## src/rtl/branch_pkg.sv

```systemverilog
// Shared encodings for the ID-stage branch resolution logic: control-flow op codes,
// resolver FSM states and operand/link classification helpers.
package branch_pkg;

    localparam logic [3:0] BR_NONE = 4'd0;
    localparam logic [3:0] BR_BEQ  = 4'd1;
    localparam logic [3:0] BR_BNE  = 4'd2;
    localparam logic [3:0] BR_BLEZ = 4'd3;
    localparam logic [3:0] BR_BGTZ = 4'd4;
    localparam logic [3:0] BR_BLTZ = 4'd5;
    localparam logic [3:0] BR_BGEZ = 4'd6;
    localparam logic [3:0] BR_J    = 4'd7;
    localparam logic [3:0] BR_JAL  = 4'd8;
    localparam logic [3:0] BR_JR   = 4'd9;
    localparam logic [3:0] BR_JALR = 4'd10;

    typedef enum logic [1:0] {
        ST_IDLE = 2'd0,
        ST_WAIT = 2'd1,
        ST_HELD = 2'd2
    } br_state_t;

    function automatic logic is_ctrl(input logic [3:0] op);
        return (op >= BR_BEQ) && (op <= BR_JALR);
    endfunction

    function automatic logic needs_rs(input logic [3:0] op);
        logic r;
        case (op)
            BR_BEQ, BR_BNE, BR_BLEZ, BR_BGTZ,
            BR_BLTZ, BR_BGEZ, BR_JR, BR_JALR: r = 1'b1;
            default:                          r = 1'b0;
        endcase
        return r;
    endfunction

    function automatic logic needs_rt(input logic [3:0] op);
        return (op == BR_BEQ) || (op == BR_BNE);
    endfunction

    function automatic logic is_link(input logic [3:0] op);
        return (op == BR_JAL) || (op == BR_JALR);
    endfunction

endpackage

```

## src/rtl/br_cond.sv

```systemverilog
// Combinational branch condition evaluator on forwarded operands (signed compares);
// jumps are unconditionally taken, NONE and unknown ops never are.
module br_cond
    import branch_pkg::*;
(
    input  logic [3:0]  i_br_op,
    input  logic [31:0] i_rs,
    input  logic [31:0] i_rt,
    output logic        o_taken
);

    // Select the condition for the decoded op
    always_comb begin
        o_taken = 1'b0;
        case (i_br_op)
            BR_BEQ:  o_taken = (i_rs == i_rt);
            BR_BNE:  o_taken = (i_rs != i_rt);
            BR_BLEZ: o_taken = ($signed(i_rs) <= 32'sd0);
            BR_BGTZ: o_taken = ($signed(i_rs) >  32'sd0);
            BR_BLTZ: o_taken = ($signed(i_rs) <  32'sd0);
            BR_BGEZ: o_taken = ($signed(i_rs) >= 32'sd0);
            BR_J, BR_JAL, BR_JR, BR_JALR: o_taken = 1'b1;
            default: o_taken = 1'b0;
        endcase
    end

endmodule

```

## src/rtl/branch_resolve_ctrl.sv

```systemverilog
// ID-stage branch/jump resolver: stalls on unready operands, issues one PC redirect per
// control-flow instruction even while ID is held, and keeps saturating statistics.
module branch_resolve_ctrl
    import branch_pkg::*;
#(
    parameter int CNT_W    = 16,
    parameter int MAX_WAIT = 8
) (
    input  logic             clk,
    input  logic             reset,
    input  logic             id_valid,
    input  logic [3:0]       br_op,
    input  logic [31:0]      pc_id,
    input  logic [15:0]      imm16,
    input  logic [25:0]      instr_index,
    input  logic [31:0]      rs_data,
    input  logic [31:0]      rt_data,
    input  logic             rs_ready,
    input  logic             rt_ready,
    input  logic             ex_stall,
    output logic             stall_id,
    output logic             redirect,
    output logic [31:0]      target,
    output logic             link,
    output logic [31:0]      link_addr,
    output logic [CNT_W-1:0] br_cnt,
    output logic [CNT_W-1:0] taken_cnt,
    output logic             timeout_err
);

    localparam int WC_W = $clog2(MAX_WAIT + 1);

    br_state_t        r_state;
    br_state_t        w_state_nxt;
    logic [WC_W-1:0]  r_wait_cnt;
    logic [WC_W-1:0]  w_wait_nxt;
    logic [CNT_W-1:0] r_br_cnt;
    logic [CNT_W-1:0] r_taken_cnt;
    logic             r_timeout_err;

    logic [3:0]       w_op;
    logic             w_ctrl;
    logic             w_ops_ok;
    logic             w_taken;
    logic             w_resolve;
    logic             w_stall;
    logic             w_set_err;
    logic [31:0]      w_pc4;
    logic [31:0]      w_br_tgt;
    logic [31:0]      w_j_tgt;

    // Unknown encodings collapse to NONE so they never stall or count
    assign w_op     = is_ctrl(br_op) ? br_op : BR_NONE;
    assign w_ctrl   = id_valid & is_ctrl(br_op);
    assign w_ops_ok = (~needs_rs(w_op) | rs_ready) & (~needs_rt(w_op) | rt_ready);

    br_cond u_br_cond (
        .i_br_op (w_op),
        .i_rs    (rs_data),
        .i_rt    (rt_data),
        .o_taken (w_taken)
    );

    assign w_pc4    = pc_id + 32'd4;
    assign w_br_tgt = w_pc4 + {{14{imm16[15]}}, imm16, 2'b00};
    assign w_j_tgt  = {w_pc4[31:28], instr_index, 2'b00};

    // Redirect address mux by control-flow class
    always_comb begin
        target = w_br_tgt;
        case (w_op)
            BR_J, BR_JAL:   target = w_j_tgt;
            BR_JR, BR_JALR: target = rs_data;
            default:        target = w_br_tgt;
        endcase
    end

    // Resolver next-state and same-cycle control decode
    always_comb begin
        w_state_nxt = r_state;
        w_wait_nxt  = r_wait_cnt;
        w_resolve   = 1'b0;
        w_stall     = 1'b0;
        w_set_err   = 1'b0;
        case (r_state)
            ST_IDLE, ST_WAIT: begin
                if (!w_ctrl) begin
                    w_state_nxt = ST_IDLE;
                    w_wait_nxt  = '0;
                end else if (!w_ops_ok) begin
                    w_stall     = 1'b1;
                    w_state_nxt = ST_WAIT;
                    if (r_state == ST_IDLE) begin
                        w_wait_nxt = WC_W'(1);
                    end else begin
                        w_set_err  = (r_wait_cnt == WC_W'(MAX_WAIT - 1));
                        w_wait_nxt = (r_wait_cnt == WC_W'(MAX_WAIT)) ? r_wait_cnt
                                                                     : r_wait_cnt + WC_W'(1);
                    end
                end else begin
                    w_resolve   = 1'b1;
                    w_wait_nxt  = '0;
                    w_state_nxt = ex_stall ? ST_HELD : ST_IDLE;
                end
            end
            ST_HELD: begin
                w_wait_nxt  = '0;
                w_state_nxt = (!id_valid || !ex_stall) ? ST_IDLE : ST_HELD;
            end
            default: begin
                w_state_nxt = ST_IDLE;
                w_wait_nxt  = '0;
            end
        endcase
    end

    assign stall_id  = w_stall & ~reset;
    assign redirect  = w_resolve & w_taken & ~reset;
    assign link      = w_resolve & is_link(w_op) & ~reset;
    assign link_addr = pc_id + 32'd8;

    // State, wait counter, saturating statistics and sticky timeout
    always_ff @(posedge clk) begin
        if (reset) begin
            r_state       <= ST_IDLE;
            r_wait_cnt    <= '0;
            r_br_cnt      <= '0;
            r_taken_cnt   <= '0;
            r_timeout_err <= 1'b0;
        end else begin
            r_state    <= w_state_nxt;
            r_wait_cnt <= w_wait_nxt;
            if (w_resolve && (r_br_cnt != {CNT_W{1'b1}})) begin
                r_br_cnt <= r_br_cnt + CNT_W'(1);
            end
            if (w_resolve && w_taken && (r_taken_cnt != {CNT_W{1'b1}})) begin
                r_taken_cnt <= r_taken_cnt + CNT_W'(1);
            end
            if (w_set_err) begin
                r_timeout_err <= 1'b1;
            end
        end
    end

    assign br_cnt      = r_br_cnt;
    assign taken_cnt   = r_taken_cnt;
    assign timeout_err = r_timeout_err;

endmodule

```

## config.mk

```make
export PLATFORM = sky130hd
export DESIGN_NAME = branch_resolve_ctrl
export DESIGN_NICKNAME = d
export VERILOG_FILES = /design/src/rtl/branch_pkg.sv /design/src/rtl/br_cond.sv /design/src/rtl/branch_resolve_ctrl.sv
export SDC_FILE = /design/constraint.sdc
export NUM_CORES = 1
export LEC_CHECK = 0
export ABC_AREA = 1
export CAP_MARGIN = 25
export CORE_MARGIN = 4
export CORE_UTILIZATION = 45
export CTS_CLUSTER_DIAMETER = 150
export DETAILED_ROUTE_END_ITERATION = 16
export PLACE_DENSITY = 0.93
export SLEW_MARGIN = 20
export SYNTH_ARGS = -nofsm -noshare
export SYNTH_HDL_FRONTEND = slang
export SYNTH_SLANG_ARGS = --single-unit
```

## constraint.sdc

```tcl
create_clock -name clk -period 11 [get_ports clk]
set_input_delay 2.2 -clock clk [delete_from_list [all_inputs] [get_ports clk]]
set_output_delay 2.2 -clock clk [all_outputs]
set_load 0.05 [all_outputs]
```

==> run_results.csv, run 1 <==
group,metric,value,unit
run_status,status,"finished clean",
route,drt_iter0_drc,910,
cells_and_area,diodes,0,
route,wl_per_cell,15.57,µm
floorplan,coreArea,13240,µm²
grt,grt_usage,27.70,%
route,vias,7844,
cts,cts.clk_slew.worst_paths,60,ps
grt,grt_pass1_wl,36750,µm
cells_and_area,fin_area,8802,µm²
synth,ys_seq_area_share,12.81,%
cts,postCtsSetupBuffers,0,
cts,cts_root_buffer,"clkbuf_16",
floorplan,fp.dieH,124.4,µm
synth,synthFlopType,"dfxtp_1",
synth,yosys-top-cells-area,"nand2_1, dfxtp_1, xor2_1",
route,route.final.wire_length,22620,µm
synth,async_flop_share,0,%
timing,tightest_slew,959.5,ps
placement,gp_congestion,1.000,
synth,avgSynthCellArea,5.835,µm²
synth,yosys.cell_types.count,49,
cts,cts_buffer_depth,2,
timing,fin_hold_ws,503.1,ps
grt,grt_max_degree,32,
timing,hold_viol,0,
grt,antenna_found_initial,0,
timing,fin_skew,5.521,ps
worst_setup_path,end_kind,"output port",
worst_setup_path,arrival,6740,ps
placement,portBuffers,247,
grt,globalRoute.totalOverflow,0,
placement,dpl_cell_area,8665,µm²
cts,clock_sinks,39,
cts,h-tree-depth,2,
route,drc,0,
cells_and_area,syn2layout_area_growth,44.37,%
cells_and_area,layout_common_cells,"nand2_1, clkdlybuf4s50_1, inv_1",
worst_setup_path,cp.required,8800,ps
synth,synth_area_leader_cell,"nand2_1",
timing,rsz0062_at_grt,"no",
cts,ctsHoldBuffers,0,
flow_run,drv_cap,0,
synth,synth-seq-cells,39,
floorplan,rows,42,
timing,finalCritPeriodShare,81.26,%
worst_setup_path,startpoint_type,"primary input",
cts,clk_latency,280,ps
timing,fin_crit,8938,ps
timing,maxSlewHeadroom,35.83,%
timing,setup_tns,0,ps
synth,synth_edf_count,0,
timing,fin_ws,2062,ps
synth,synth_area,6097,µm²
floorplan,start_util,46.04,%
placement,detailed_place_hpwl,18620,µm
pwr,p_per_area,85.31,nW/µm²
synth,ys.warnings.count,0,
worst_setup_path,crit_type,"primary input to output port",
timing,slew_violations,0,
floorplan,dieArea,15480,µm²
timing,setup_viol,0,
pwr,vdd_drop_max,0.04968,mV
route,firstDrtPassIters,5,
hold_path,holdCritPathClass,"register to register",
synth,synth_cells,1045,
cells_and_area,drive_above_1_share,2.506,%
cts,cts_tree,"built",
cts,cts_buffers,5,
synth,synth_top_area_share,18.16,%
floorplan,die_x,124.4,µm
cts,cts-resized-gates,0,
placement,pre_cts_slack,2144,ps
synth,syn_nets,1229,
pwr,leakage,0.003656,µW
floorplan,num_io_pins,248,
route,routed_via_density,5.398,
timing,fmax,111.9,MHz
route,ant_nets,0,
grt,grt_pass1_vias,7536,
worst_setup_path,cp_max_fo,8,
cells_and_area,layout.cells.most_common,"nand2_1",
cells_and_area,nets,1460,
==> worst paths after layout <==
kind	from	to	slack (ps)	cells past startpoint
worst max-delay path	pc_id[2]	target[25]	2060	17
worst min-delay path	taken_cnt[3]	taken_cnt[3]	500	2
worst max register to register	taken_cnt[1]	taken_cnt[6]	8510	8
worst min register to register	taken_cnt[3]	taken_cnt[3]	500	2
==> kinds of logic (layout without fill, tap and decap cells) <==
family / count (synthesis) / in the layout / synth area share [%]
adders and majority gates: 36 / 36 / 7.511
buffers and inverters: 156 / 388 / 10.36
muxes: 2 / 2 / 0.3284
and+or+nand+nor: 550 / 550 / 38.64
xor gates and xnor gates: 114 / 114 / 16.38
AOI/OAI and AO/OA: 148 / 148 / 13.98
DFF: 39 / 39 / 12.81
==> cell usage after synthesis (3+ instances only) <==
cell type	count
a21o_1	5
a21oi_1	64
a31oi_1	3
buf_2	4
buf_4	3
buf_6	4
clkbuf_1	13
dfxtp_1	39
ha_1	35
inv_1	124
inv_2	7
nand2_1	295
nand3_1	49
nand4_1	33
nor2_1	118
nor2_2	3
nor3_1	28
nor4_1	6
o211ai_1	17
o21ai_0	32
o21ai_1	7
o21bai_1	5
o22ai_1	3
or2_2	4
xnor2_1	47
xor2_1	67
==> state kept, by name, indices dropped and copies added, names as in the netlist <==
| signal | flops |
|---|---|
| br_cnt | 16 |
| taken_cnt | 16 |
| r_wait_cnt | 4 |
| timeout_err | 1 |
| r_state | 2 |
==> worst max-delay path, cell delays in order <==
cell	delay, ps
clkdlybuf4s50_1	680
ha_1	280
nand3_1	140
nor2_1	230
inv_1	80
nor2_1	180
nor4b_1	340
xor2_1	140
ha_1	400
nand2_1	130
nor3_1	290
nand4_1	120
nand3_1	190
a21o_1	150
o21ai_0	120
o21bai_1	210
clkdlybuf4s50_1	850
==> metal layers <==
metal | up-vias | wire [µm] | track usage (%)
li1 | 3861 | - | -
met1 | 3487 | 9610 | 36.25
met2 | 424 | 10150 | 45.90
met3 | 72 | 2037 | 5.274
met4 | 0 | 821 | 8.833
met5 | - | 0 | 0
==> per-stage QoR <==
stage,std cells,power [µW],utilization [%]
global placement,1445,602.0,65.43
CTS,1453,746.3,66.47
finish,1453,750.9,66.47
floorplan,1045,430.8,-
detailed placement,1445,607.2,65.43
global route,1453,788.2,66.47
==> layout make-up <==
type	count	area, µm²
multi-input cells	850	4684
fillers	1145	4441
repair buffers	249	2487
flip-flops and latches	39	780.7
inverters	131	491.7
well taps	176	220.2
clock buffers	7	132.6
clock inverters	1	5.005
==> where the power goes <==
group	internal, µW	switching, µW
logic	173	294
registers	143	1.31
clock network	83.8	55.7
(Power assumes the default switching activity.)
==> inputs of run 2 (changes only) <==
--- a/config.mk
+++ b/config.mk
@@ -8,10 +8,10 @@
 export ABC_AREA = 1
 export CAP_MARGIN = 25
 export CORE_MARGIN = 4
-export CORE_UTILIZATION = 45
+export CORE_UTILIZATION = 41
 export CTS_CLUSTER_DIAMETER = 150
 export DETAILED_ROUTE_END_ITERATION = 16
-export PLACE_DENSITY = 0.93
+export PLACE_DENSITY = 0.9
 export SLEW_MARGIN = 20
 export SYNTH_ARGS = -nofsm -noshare
 export SYNTH_HDL_FRONTEND = slang
==> constraint.sdc (replaced) <==
create_clock -name clk -period 8.2 [get_ports clk]
set_input_delay 1.64 -clock clk [delete_from_list [all_inputs] [get_ports clk]]
set_output_delay 1.64 -clock clk [all_outputs]
set_load 0.05 [all_outputs]
==> run_results.csv, run 2 (synthesis results as in run 1) <==
group,metric,value,unit
pwr,p_int,552.8,µW
floorplan,fp.dieH,129.9,µm
pwr,p_switching,469.4,µW
grt,globalRoute.totalOverflow,0,
hold_path,min_to,"taken_cnt[15]",
cts,clock_sinks,39,
timing,slew_violations,0,
grt,antenna_found_initial,0,
worst_setup_path,regToRegStartpoint,"taken_cnt[1]",
timing,setup_tns,0,ps
cells_and_area,utilization,60.83,%
worst_setup_path,crit_type,"primary input to output port",
timing,tightest_slew,994.4,ps
cells_and_area,nets,1461,
cts,clk_latency,280,ps
cts,ctsHoldBuffers,0,
cts,cts_root_buffer,"clkbuf_16",
pwr,leakage,0.003680,µW
floorplan,num_io_pins,248,
placement,dpl_cell_area,8682,µm²
run_status,status,"finished clean",
grt,grt_max_degree,30,
floorplan,dieArea,16890,µm²
cells_and_area,drive_above_1_share,2.660,%
cts,cts.clk_slew.worst_paths,50,ps
pwr,total_power,1022,µW
flow_run,drv_cap,0,
timing,fin_skew,7.833,ps
cells_and_area,syn2layout_area_growth,45.00,%
route,routed_via_density,5.334,
grt,grt_pass1_vias,7403,
timing,fin_crit,7786,ps
floorplan,start_util,41.95,%
timing,finalCritPeriodShare,94.96,%
placement,gp_congestion,0.9942,
route,route.final.wire_length,23230,µm
timing,fmax,128.4,MHz
hold_path,hold_start,"taken_cnt[15]",
pwr,clockPowerShare,19.8,%
worst_setup_path,cp_cell_sequence,"clkdlybuf4s50_1 > ha_1 > nand3_1 > nor2_1 > nand2_1 > nor2_2 > nand2_1 > xnor2_1 > mux2i_1 > inv_1 > ha_1 > nand2_1 > nor2_1 > inv_1 > nor3_1 > nand4_1 > nand3_1 > xor2_1 > nand2_1 > o211ai_1 > clkdlybuf4s50_1",
floorplan,rows,44,
cells_and_area,layout_common_cells,"nand2_1, clkdlybuf4s50_1, inv_1",
timing,hold_viol,0,
worst_setup_path,end_kind,"output port",
placement,detailed_place_hpwl,18990,µm
route,vias,7798,
worst_setup_path,reg2reg_depth,8,
floorplan,coreArea,14530,µm²
worst_setup_path,cp.required,6560,ps
timing,setup_viol,0,
worst_setup_path,regToRegSetupSlack,5580,ps
worst_setup_path,worst_path_most_repeated_cell,"nand2_1",
route,drc,0,
route,drt_iter0_drc,737,
cells_and_area,nFillCells,1327,
grt,grt_usage,26.01,%
cts,cts_buffer_depth,2,
timing,maxSlewHeadroom,33.50,%
pwr,seq_power_share,18.9,%
worst_setup_path,r2r_end,"taken_cnt[9]",
grt,grt_pass1_wl,36110,µm
cts,cts_buffers,5,
placement,portBuffers,247,
worst_setup_path,arrival,6150,ps
pwr,p_comb_share,61.3,%
route,wl_per_cell,15.89,µm
cts,h-tree-depth,2,
route,ant_nets,0,
hold_path,whs_path_depth,2,
floorplan,die_x,129.9,µm
worst_setup_path,critPathSlowestCell,"clkdlybuf4s50_1",
cells_and_area,layout.cells.most_common,"nand2_1",
worst_setup_path,startpoint_type,"primary input",
timing,rsz0062_at_grt,"no",
route,firstDrtPassIters,5,
worst_setup_path,slowest_delay,860,ps
pwr,p_sw_share,45.92,%
pwr,p_per_area,115.6,nW/µm²
cts,cts_tree,"built",
pwr,vdd_drop_max,0.08167,mV
worst_setup_path,cp_max_fo,6,
hold_path,holdCritPathClass,"register to register",
cells_and_area,diodes,0,
cells_and_area,fin_area,8841,µm²
## run 2: power groups by stage
stage | clock network (µW) | logic (µW) | registers [µW]
2_1_floorplan | 0 | 377 | 201
3_3_place_gp | 0 | 612 | 197
3_5_place_dp | 0 | 618 | 197
4_1_cts | 204 | 621 | 193
5_1_grt | 212 | 668 | 193
6_report | 202 | 627 | 193
## run 2: worst max-delay path: cells and delay by family
kind,cells,cell delay [ps]
buffers and inverters,4,1570
xor gates and xnor gates,2,300
muxes,1,130
and+or+nand+nor,11,1780
AOI/OAI and AO/OA,1,110
adders and majority gates,2,610
## run 2: area by class of cell
cell class,count,area [µm²],share of cell area [%]
timing repair buffer,250,2497,28.25
sequential,39,780.7,8.831
inverter,131,491.7,5.562
multi-input combinational,850,4684,52.99
clock buffer,8,156.4,1.769
tap,184,230.2,2.604
## run 2: what timing repair did
item,4_1_cts,5_1_grt
endpoints found under the setup margin,0,1
resized for setup,0,1
buffers inserted,0,0
## run 2: how the worst max path moves through the flow
| stage | startpoint | slack, ps | cells after the start | end |
|---|---|---|---|---|
| CTS | pc_id[4] | 460 | 23 | target[30] |
| detailed placement | pc_id[4] | 460 | 23 | target[30] |
| global route | pc_id[4] | 80 | 22 | target[28] |
| global placement | pc_id[4] | 640 | 23 | target[30] |
| finish | pc_id[4] | 410 | 21 | target[24] |
| floorplan | pc_id[3] | 1220 | 16 | target[18] |
## run 2: metal layers
metal | part of all wire (%) | track usage [%] | vias up
li1 | - | - | 3856
met1 | 42 | 32.90 | 3491
met2 | 46 | 45.01 | 394
met3 | 9.7 | 5.526 | 57
met4 | 2.8 | 6.724 | 0
met5 | 0 | 0 | -
## run 2: through the flow
step	hold WS [ps]	instances	setup slack, ps
finish	491.8	1462	413.5
global route	526.1	1462	79.76
CTS	490.7	1462	458.6
detailed placement	483.8	1454	464.9
global placement	472.3	1454	636.8
floorplan	463.1	1045	1222
